--- config.mk ---
export PLATFORM = sky130hd
export DESIGN_NAME = vga_timing
export DESIGN_NICKNAME = d
export VERILOG_FILES = /design/src/rtl/vga_timing.sv
export SDC_FILE = /design/constraint.sdc
export NUM_CORES = 1
export LEC_CHECK = 0
export ABC_CLOCK_PERIOD_IN_PS = 3500
export CORE_MARGIN = 1.5
export CORE_UTILIZATION = 56
export CTS_CLUSTER_DIAMETER = 100
export DETAILED_ROUTE_END_ITERATION = 6
export GPL_TIMING_DRIVEN = 1
export PLACE_DENSITY = 0.87
export REMOVE_ABC_BUFFERS = 1
export SYNTH_ARGS = -nofsm -noshare
export SYNTH_HDL_FRONTEND = slang
export SYNTH_SLANG_ARGS = --single-unit
--- constraint.sdc ---
create_clock -name clk -period 3.5 [get_ports clk]
set_input_delay 0.875 -clock clk [delete_from_list [all_inputs] [get_ports clk]]
set_output_delay 0.875 -clock clk [all_outputs]
set_load 0.005 [all_outputs]
--- src/rtl/vga_timing.sv ---
// 640x480 @ 60 Hz raster timing generator: pixel-tick divider, h/v scan counters,
// registered pixel address stage and a one-pixel-delayed colour/sync output stage.
module vga_timing #(
    parameter int CLK_DIV = 4
) (
    input  logic        clk,
    input  logic        rst_n,
    input  logic [11:0] din,
    output logic [9:0]  col_addr,
    output logic [8:0]  row_addr,
    output logic        rdn,
    output logic [3:0]  r,
    output logic [3:0]  g,
    output logic [3:0]  b,
    output logic        hs,
    output logic        vs,
    output logic        frame_start
);

    localparam int DW = $clog2(CLK_DIV);

    localparam logic [9:0] H_SYNC_END  = 10'd96;
    localparam logic [9:0] H_VIS_START = 10'd144;
    localparam logic [9:0] H_VIS_END   = 10'd783;
    localparam logic [9:0] H_LAST      = 10'd799;
    localparam logic [9:0] V_SYNC_END  = 10'd2;
    localparam logic [9:0] V_VIS_START = 10'd35;
    localparam logic [9:0] V_VIS_END   = 10'd514;
    localparam logic [9:0] V_LAST      = 10'd524;

    logic [DW-1:0] d;
    logic [9:0]    h;
    logic [9:0]    v;
    logic          hs_p;
    logic          vs_p;

    logic          tick;
    logic          pre_tick;
    logic          h_last;
    logic          v_last;
    logic          visible;
    logic [9:0]    col_diff;
    logic [9:0]    row_diff;

    always_comb begin
        tick     = (d == DW'(CLK_DIV - 1));
        pre_tick = (d == DW'(CLK_DIV - 2));
        h_last   = (h == H_LAST);
        v_last   = (v == V_LAST);
        visible  = (h >= H_VIS_START) && (h <= H_VIS_END) &&
                   (v >= V_VIS_START) && (v <= V_VIS_END);
        col_diff = h - H_VIS_START;
        row_diff = v - V_VIS_START;
    end

    always_ff @(posedge clk or negedge rst_n) begin
        if (!rst_n) begin
            d <= '0;
        end else if (tick) begin
            d <= '0;
        end else begin
            d <= d + DW'(1);
        end
    end

    // Vertical only steps on the horizontal wrap, so both wrap together at 799/524.
    always_ff @(posedge clk or negedge rst_n) begin
        if (!rst_n) begin
            h <= '0;
            v <= '0;
        end else if (tick) begin
            h <= h_last ? 10'd0 : h + 10'd1;
            if (h_last) begin
                v <= v_last ? 10'd0 : v + 10'd1;
            end
        end
    end

    // Stage 1: address and raw sync from the pre-advance scan position.
    always_ff @(posedge clk or negedge rst_n) begin
        if (!rst_n) begin
            rdn      <= 1'b1;
            col_addr <= '0;
            row_addr <= '0;
            hs_p     <= 1'b1;
            vs_p     <= 1'b1;
        end else if (tick) begin
            rdn      <= ~visible;
            col_addr <= visible ? col_diff : 10'd0;
            row_addr <= visible ? row_diff[8:0] : 9'd0;
            hs_p     <= ~(h < H_SYNC_END);
            vs_p     <= ~(v < V_SYNC_END);
        end
    end

    // Stage 2: colour sampled with the previous pixel's strobe, sync delayed to match.
    always_ff @(posedge clk or negedge rst_n) begin
        if (!rst_n) begin
            r  <= '0;
            g  <= '0;
            b  <= '0;
            hs <= 1'b1;
            vs <= 1'b1;
        end else if (tick) begin
            r  <= rdn ? 4'h0 : din[11:8];
            g  <= rdn ? 4'h0 : din[7:4];
            b  <= rdn ? 4'h0 : din[3:0];
            hs <= hs_p;
            vs <= vs_p;
        end
    end

    // Registered a cycle early so the pulse coincides exactly with the tick cycle at (0,0).
    always_ff @(posedge clk or negedge rst_n) begin
        if (!rst_n) begin
            frame_start <= 1'b0;
        end else begin
            frame_start <= pre_tick && (h == 10'd0) && (v == 10'd0);
        end
    end

endmodule
==> reports/metrics.cfg, run 1 <==
[run_status]
status=complete, no violations

[min_path]
min_from=d[0]
worstHoldPathType=reg2reg
hold_depth=1
min_to=d[0]

[pwr]
cellPowerDensity_nw_per_um2=356.7
combPwrFrac=0.022
p_seq_frac=0.516
total_power_mw=1.323
power_leakage_nw=1.539
power_frac_clock=0.463
power_switching_mw=0.2827
p_int_mw=1.040
peakVddDrop_uv=205.5
switching_share=0.2137

[worst_setup_path]
reg2regPathDepth=5
cp.required_ns=3.69
worstPathArrival_ns=2.67
cpMaxStageDelayCell=o22a_1
reg2reg_slack_ns=1.02
criticalPathCategory=reg2reg
cp-startpoint=v[1]
cp-end-kind=flop
path_delay_family=compound AO/OA/AOI/OAI gates
startpoint_type=flop
cp_cell_sequence=ha_1 -> o41a_1 -> nor4_1 -> o22a_1 -> o32ai_1
cp_num_buf_inv=0
timing.rr.end=col_addr[7]
cp_max_fo=20
reg2reg_from=v[1]
cpPeakStageDelay_ns=0.69

[die]
fp.dieW_um=76.66
die_area_um2=5876
core-area_um2=5172
rows=26
initial_core_util=0.5873
num_io_pins=49
die_h_um=76.66

[place]
hpwlAfterDp_um=4535
globalplace.congestion=0.8374
portBuffers=48
pre_cts_slack_ns=1.067

[synthesis]
syn_area_um2=3038
synthXorXnorAreaFrac=0.04036
ys_seq_area_frac=0.4881
yosysUniqueCellTypes=48
synth_top_family_by_area=compound AO/OA/AOI/OAI gates
synthAdderAreaFrac=0.04530
synth_warnings=0
synth_async_sr_flop_share=1.000
yosys_most_used_dff=dfrtp_1
ys_seq_elements=59
avgSynthCellArea_um2=9.800
synthSimpleGateAreaFrac=0.1693
synth_mux_area_frac=0.01442
netlist_instances=310
synth-compound-area-share=0.1709
synth-edff-count=0

[final_layout]
syn_to_final_growth_pct=22.08
num_antenna_cells=0
final_util=0.7170
fin_nets=373
num-fill-cells=360
layout-drive-gt1-share=0.07649

[detailed_routing]
drtIter0Drc=248
drt_wl_total_um=6735
via_count=2505
wire_per_inst_um=15.92
via_per_inst=5.922
drc=0
postRouteAntennaNets=0
first_pass_iters=4

[timing]
fin_tns_setup_ns=0
setup_viol=0
post-route-min-period_ns=2.480
slew_viol_final=0
relSlewSlack=0.4279
hold_viol=0
skew_ns=0.009637
setup_ws_ns=1.020
max_freq_ghz=0.4032
hold_ws_ns=0.4753
period_share=0.7086
rsz0062_at_grt=no
worst_slew_pin_slew_ns=0.8581

[flow_run]
drv_cap=0

[grt]
antenna_found_initial=0
track_usage=0.2494
grt_pass1_wl_um=11590
grt_overflow=0
grt_pass1_vias=2432
grt_max_degree=45

[cts]
post_cts_buffers=0
cts_sinks=59
cts-root-buf=clkbuf_8
clockBufferDepth=2
insertion_delay_ns=0.34
htreeDepth=3
cts_buffers=9
cts_tree=yes
cts_resized=0
clkTransAtPathRegs_ns=0.07
holdBufCountCts=0

## worst max-delay path by stage
stage	end	slack, ns	depth (start not counted)
global route	row_addr[5]	0.88	5
global placement	row_addr[5]	1.18	5
detailed placement	col_addr[7]	1.07	5
finish	col_addr[7]	1.02	5
floorplan	v[8]	0.92	5
CTS	col_addr[7]	1.05	5
## worst reg2reg max path, delay by kind of cell (launching register included)
kind                     cells  cell delay [ns]
AO/OA/AOI/OAI                3             1.26
AND/OR/NAND/NOR              1             0.28
flip-flops                   1             0.48
adder cells (fa/ha/maj)      1             0.31
## layer usage
layer	wire [µm]	vias to the layer above	track usage
li1	-	1180	-
met1	2938	1209	0.3425
met2	3146	101	0.3804
met3	510	15	0.04048
met4	140	0	0.1352
met5	0	-	0
## kinds of logic (layout without fill, tap and decap cells)
group / after synthesis / after routing
xor gates and xnor gates: 14 / 14
DFF: 59 / 59
muxes: 4 / 4
buffers and inverters: 53 / 96
and+or+nand+nor: 96 / 96
adders and majority gates: 11 / 11
AOI/OAI and AO/OA: 73 / 73
## power groups by stage
| stage | Sequential (mW) | Clock (mW) | Combinational (mW) |
|---|---|---|---|
| 3_3_place_gp | 0.695 | 0 | 0.0292 |
| 6_report | 0.682 | 0.612 | 0.0286 |
| 5_1_grt | 0.682 | 0.644 | 0.0325 |
| 3_5_place_dp | 0.695 | 0 | 0.0296 |
| 4_1_cts | 0.682 | 0.620 | 0.0297 |
| 2_1_floorplan | 0.695 | 0 | 0.0000441 |
## cell usage in the layout (no fill, tap or decap), types with 9 or more instances in the layout
cell / n
clkbuf_8: 10
clkdlybuf4s50_1: 47
dfrtp_1: 54
ha_1: 11
inv_1: 28
nand2_1: 30
nand3_1: 10
nand3b_1: 9
nor2_1: 15
o21ai_0: 13
o21ai_1: 10
o41ai_1: 13
xnor2_1: 10
## sequential cells by signal, summed over array words and instances (netlist names)
| register | cells |
|---|---|
| g | 4 |
| col_addr | 10 |
| b | 4 |
| vs | 1 |
| d | 2 |
| vs_p | 1 |
| hs_p | 1 |
| v | 10 |
| r | 4 |
| frame_start | 1 |
| rdn | 1 |
| h | 10 |
| row_addr | 9 |
| hs | 1 |
## layout make-up
class | count | area, µm² | share of cell area
flip-flops and latches | 59 | 1483 | 0.3998
multi-input cells | 198 | 1338 | 0.3607
repair buffers | 51 | 498.0 | 0.1343
clock buffers | 11 | 141.4 | 0.03812
inverters | 29 | 108.9 | 0.02935
well taps | 70 | 87.58 | 0.02362
clock inverters | 5 | 52.55 | 0.01417
## cells in the mapped netlist, types with 6 or more instances
master,instances,share of area
a22o_1,7,0.020
nand2_1,30,0.037
nor3_1,7,0.012
dfrtp_1,54,0.44
ha_1,11,0.045
nand3b_1,9,0.022
nand3_1,10,0.016
o21ai_1,10,0.016
clkbuf_1,9,0.011
o32ai_1,6,0.017
xnor2_1,10,0.029
inv_1,28,0.035
a21oi_1,6,0.0099
buf_2,12,0.020
o21ai_0,13,0.021
o41ai_1,13,0.037
nor2_1,15,0.019
## per-stage QoR
stage	instance area (µm²)	cells
finish	3709	423
global placement	3515	407
detailed placement	3515	407
global route	3709	423
floorplan	2929	286
CTS	3709	423
(Power assumes the default switching activity.)
==> run 2, diff against run 1 <==
Settings changed: ABC_CLOCK_PERIOD_IN_PS 3500 to 2550, CORE_UTILIZATION 56 to 53, PLACE_DENSITY 0.87 to 0.83.
Clock period 3.5 ns to 2.55 ns, I/O delays scaled along.
==> reports/metrics.cfg, run 2 (synthesis gave the netlist of run 1 again) <==
[detailed_routing]
drt_wl_total_um=6636  ; -1.5%
via_count=2489  ; -0.64%
wire_per_inst_um=15.54  ; -2.4%
drtIter0Drc=254  ; +2.4%
drc=0  ; unchanged
first_pass_iters=4  ; unchanged
via_per_inst=5.829  ; -1.6%
postRouteAntennaNets=0  ; unchanged

[die]
fp.dieW_um=78.71  ; +2.7%
die_h_um=78.71  ; +2.7%
rows=27  ; +3.8%
core-area_um2=5507  ; +6.5%
num_io_pins=49  ; unchanged
initial_core_util=0.5517  ; -0.03563
die_area_um2=6195  ; +5.4%

[worst_setup_path]
criticalPathCategory=reg2reg
worstPathArrival_ns=2.35  ; -0.32 ns
startpoint_type=flop
cpPeakStageDelay_ns=0.47  ; -0.22 ns
cp_cell_sequence=ha_1 -> o41a_1 -> nor4_1 -> o22a_1 -> buf_4 -> o32ai_1
cp.required_ns=2.74  ; -0.95 ns
cp_max_fo=20  ; unchanged
cpMaxStageDelayCell=dfrtp_1
timing.rr.end=row_addr[5]
reg2regPathDepth=6  ; +1
cp-end-kind=flop
reg2reg_slack_ns=0.39  ; -0.63 ns
reg2reg_from=v[1]

[cts]
cts-root-buf=clkbuf_8
cts_tree=yes
post_cts_buffers=0  ; unchanged
htreeDepth=3  ; unchanged
insertion_delay_ns=0.34  ; about the same
cts_buffers=9  ; unchanged
cts_sinks=59  ; unchanged
cts_resized=0  ; unchanged
clockBufferDepth=2  ; unchanged
clkTransAtPathRegs_ns=0.06  ; about the same
holdBufCountCts=0  ; unchanged

[min_path]
worstHoldPathType=in2async

[flow_run]
drv_cap=0  ; unchanged

[final_layout]
layout_commonest_cell=dfrtp_1
num-fill-cells=388  ; +7.8%
final_cell_mix=54 x dfrtp_1, 47 x clkdlybuf4s50_1, 30 x nand2_1, 28 x inv_1, 15 x nor2_1
syn_to_final_growth_pct=21.95
fin_cells=427  ; +0.95%
fin_nets=375  ; +0.54%
num_antenna_cells=0  ; unchanged
layout-drive-gt1-share=0.08169  ; +0.005203
reg.largest.list=col_addr (10), h (10), v (10)

[timing]
rsz0062_at_grt=no
skew_ns=0.007077  ; -0.002561 ns
post-route-min-period_ns=2.156  ; -0.3246 ns
slew_viol_final=0  ; unchanged
max_freq_ghz=0.4639  ; +15%
relSlewSlack=0.6130  ; +0.1851
hold_viol=0  ; unchanged
period_share=0.8453  ; +0.1367
fin_tns_setup_ns=0  ; unchanged
setup_viol=0  ; unchanged
worst_slew_pin_slew_ns=0.5805  ; -0.2776 ns

[grt]
grt_pass1_vias=2427  ; -0.21%
grt_pass1_wl_um=11440  ; -1.3%
track_usage=0.2373  ; -0.01217
grt_overflow=0  ; unchanged
antenna_found_initial=0  ; unchanged
grt_max_degree=45  ; unchanged

[run_status]
status=complete, no violations

[pwr]
peakVddDrop_uv=312.7  ; +52%
total_power_mw=1.678  ; +27%
power_leakage_nw=1.539  ; about the same
cellPowerDensity_nw_per_um2=453.0  ; +27%

[place]
portBuffers=48  ; unchanged
globalplace.congestion=0.9345  ; +12%
hpwlAfterDp_um=4553  ; +0.40%
place_inst=411  ; +0.98%

[run 2: worst max-delay path by stage]
stage	start	to	cells after the start
floorplan	d[0]	v[8]	5
global placement	v[1]	col_addr[2]	6
detailed placement	v[1]	row_addr[5]	6
CTS	v[1]	row_addr[5]	6
global route	v[1]	row_addr[5]	6
finish	v[1]	row_addr[5]	6
[run 2: routing by layer]
metal / track usage / up-vias / wire, µm
li1: - / 1184 / -
met1: 0.3248 / 1196 / 3032
met2: 0.3638 / 96 / 3001
met3: 0.04943 / 13 / 479
met4: 0.1071 / 0 / 123
met5: 0 / - / 0
[run 2: through the flow]
| stage | setup slack (ns) | cell area [µm²] | hold WS, ns | utilization |
|---|---|---|---|---|
| global placement | 0.4858 | 3545 | 0.4432 | 0.6437 |
| CTS | 0.3815 | 3705 | 0.3109 | 0.6728 |
| detailed placement | 0.3963 | 3545 | 0.4615 | 0.6437 |
| global route | 0.2299 | 3705 | 0.3358 | 0.6728 |
| finish | 0.3944 | 3705 | 0.2926 | 0.6728 |
| floorplan | -0.03480 | 2929 | 0.3419 | - |
[run 2: worst max-delay path, delay by kind of cell, from the launching register on]
kind / cells / cell delay [ns]
and+or+nand+nor: 1 / 0.25
buffers and inverters: 1 / 0.24
adders and majority gates: 1 / 0.33
DFF: 1 / 0.47
AOI/OAI and AO/OA: 3 / 0.71
[run 2: where the power goes]
group,switching [mW],internal (mW)
combinational,0.0204,0.0196
sequential,0,0.936
clock,0.359,0.343
[run 2: final cells by class]
cell class                 instances  area (µm²)  area share
sequential                        59        1483      0.4002
multi-input combinational        198        1338      0.3610
timing repair buffer              53       525.5      0.1418
clock buffer                      10       127.6     0.03445
inverter                          29       108.9     0.02938
tap                               72       90.09     0.02432
clock inverter                     6       32.53    0.008781
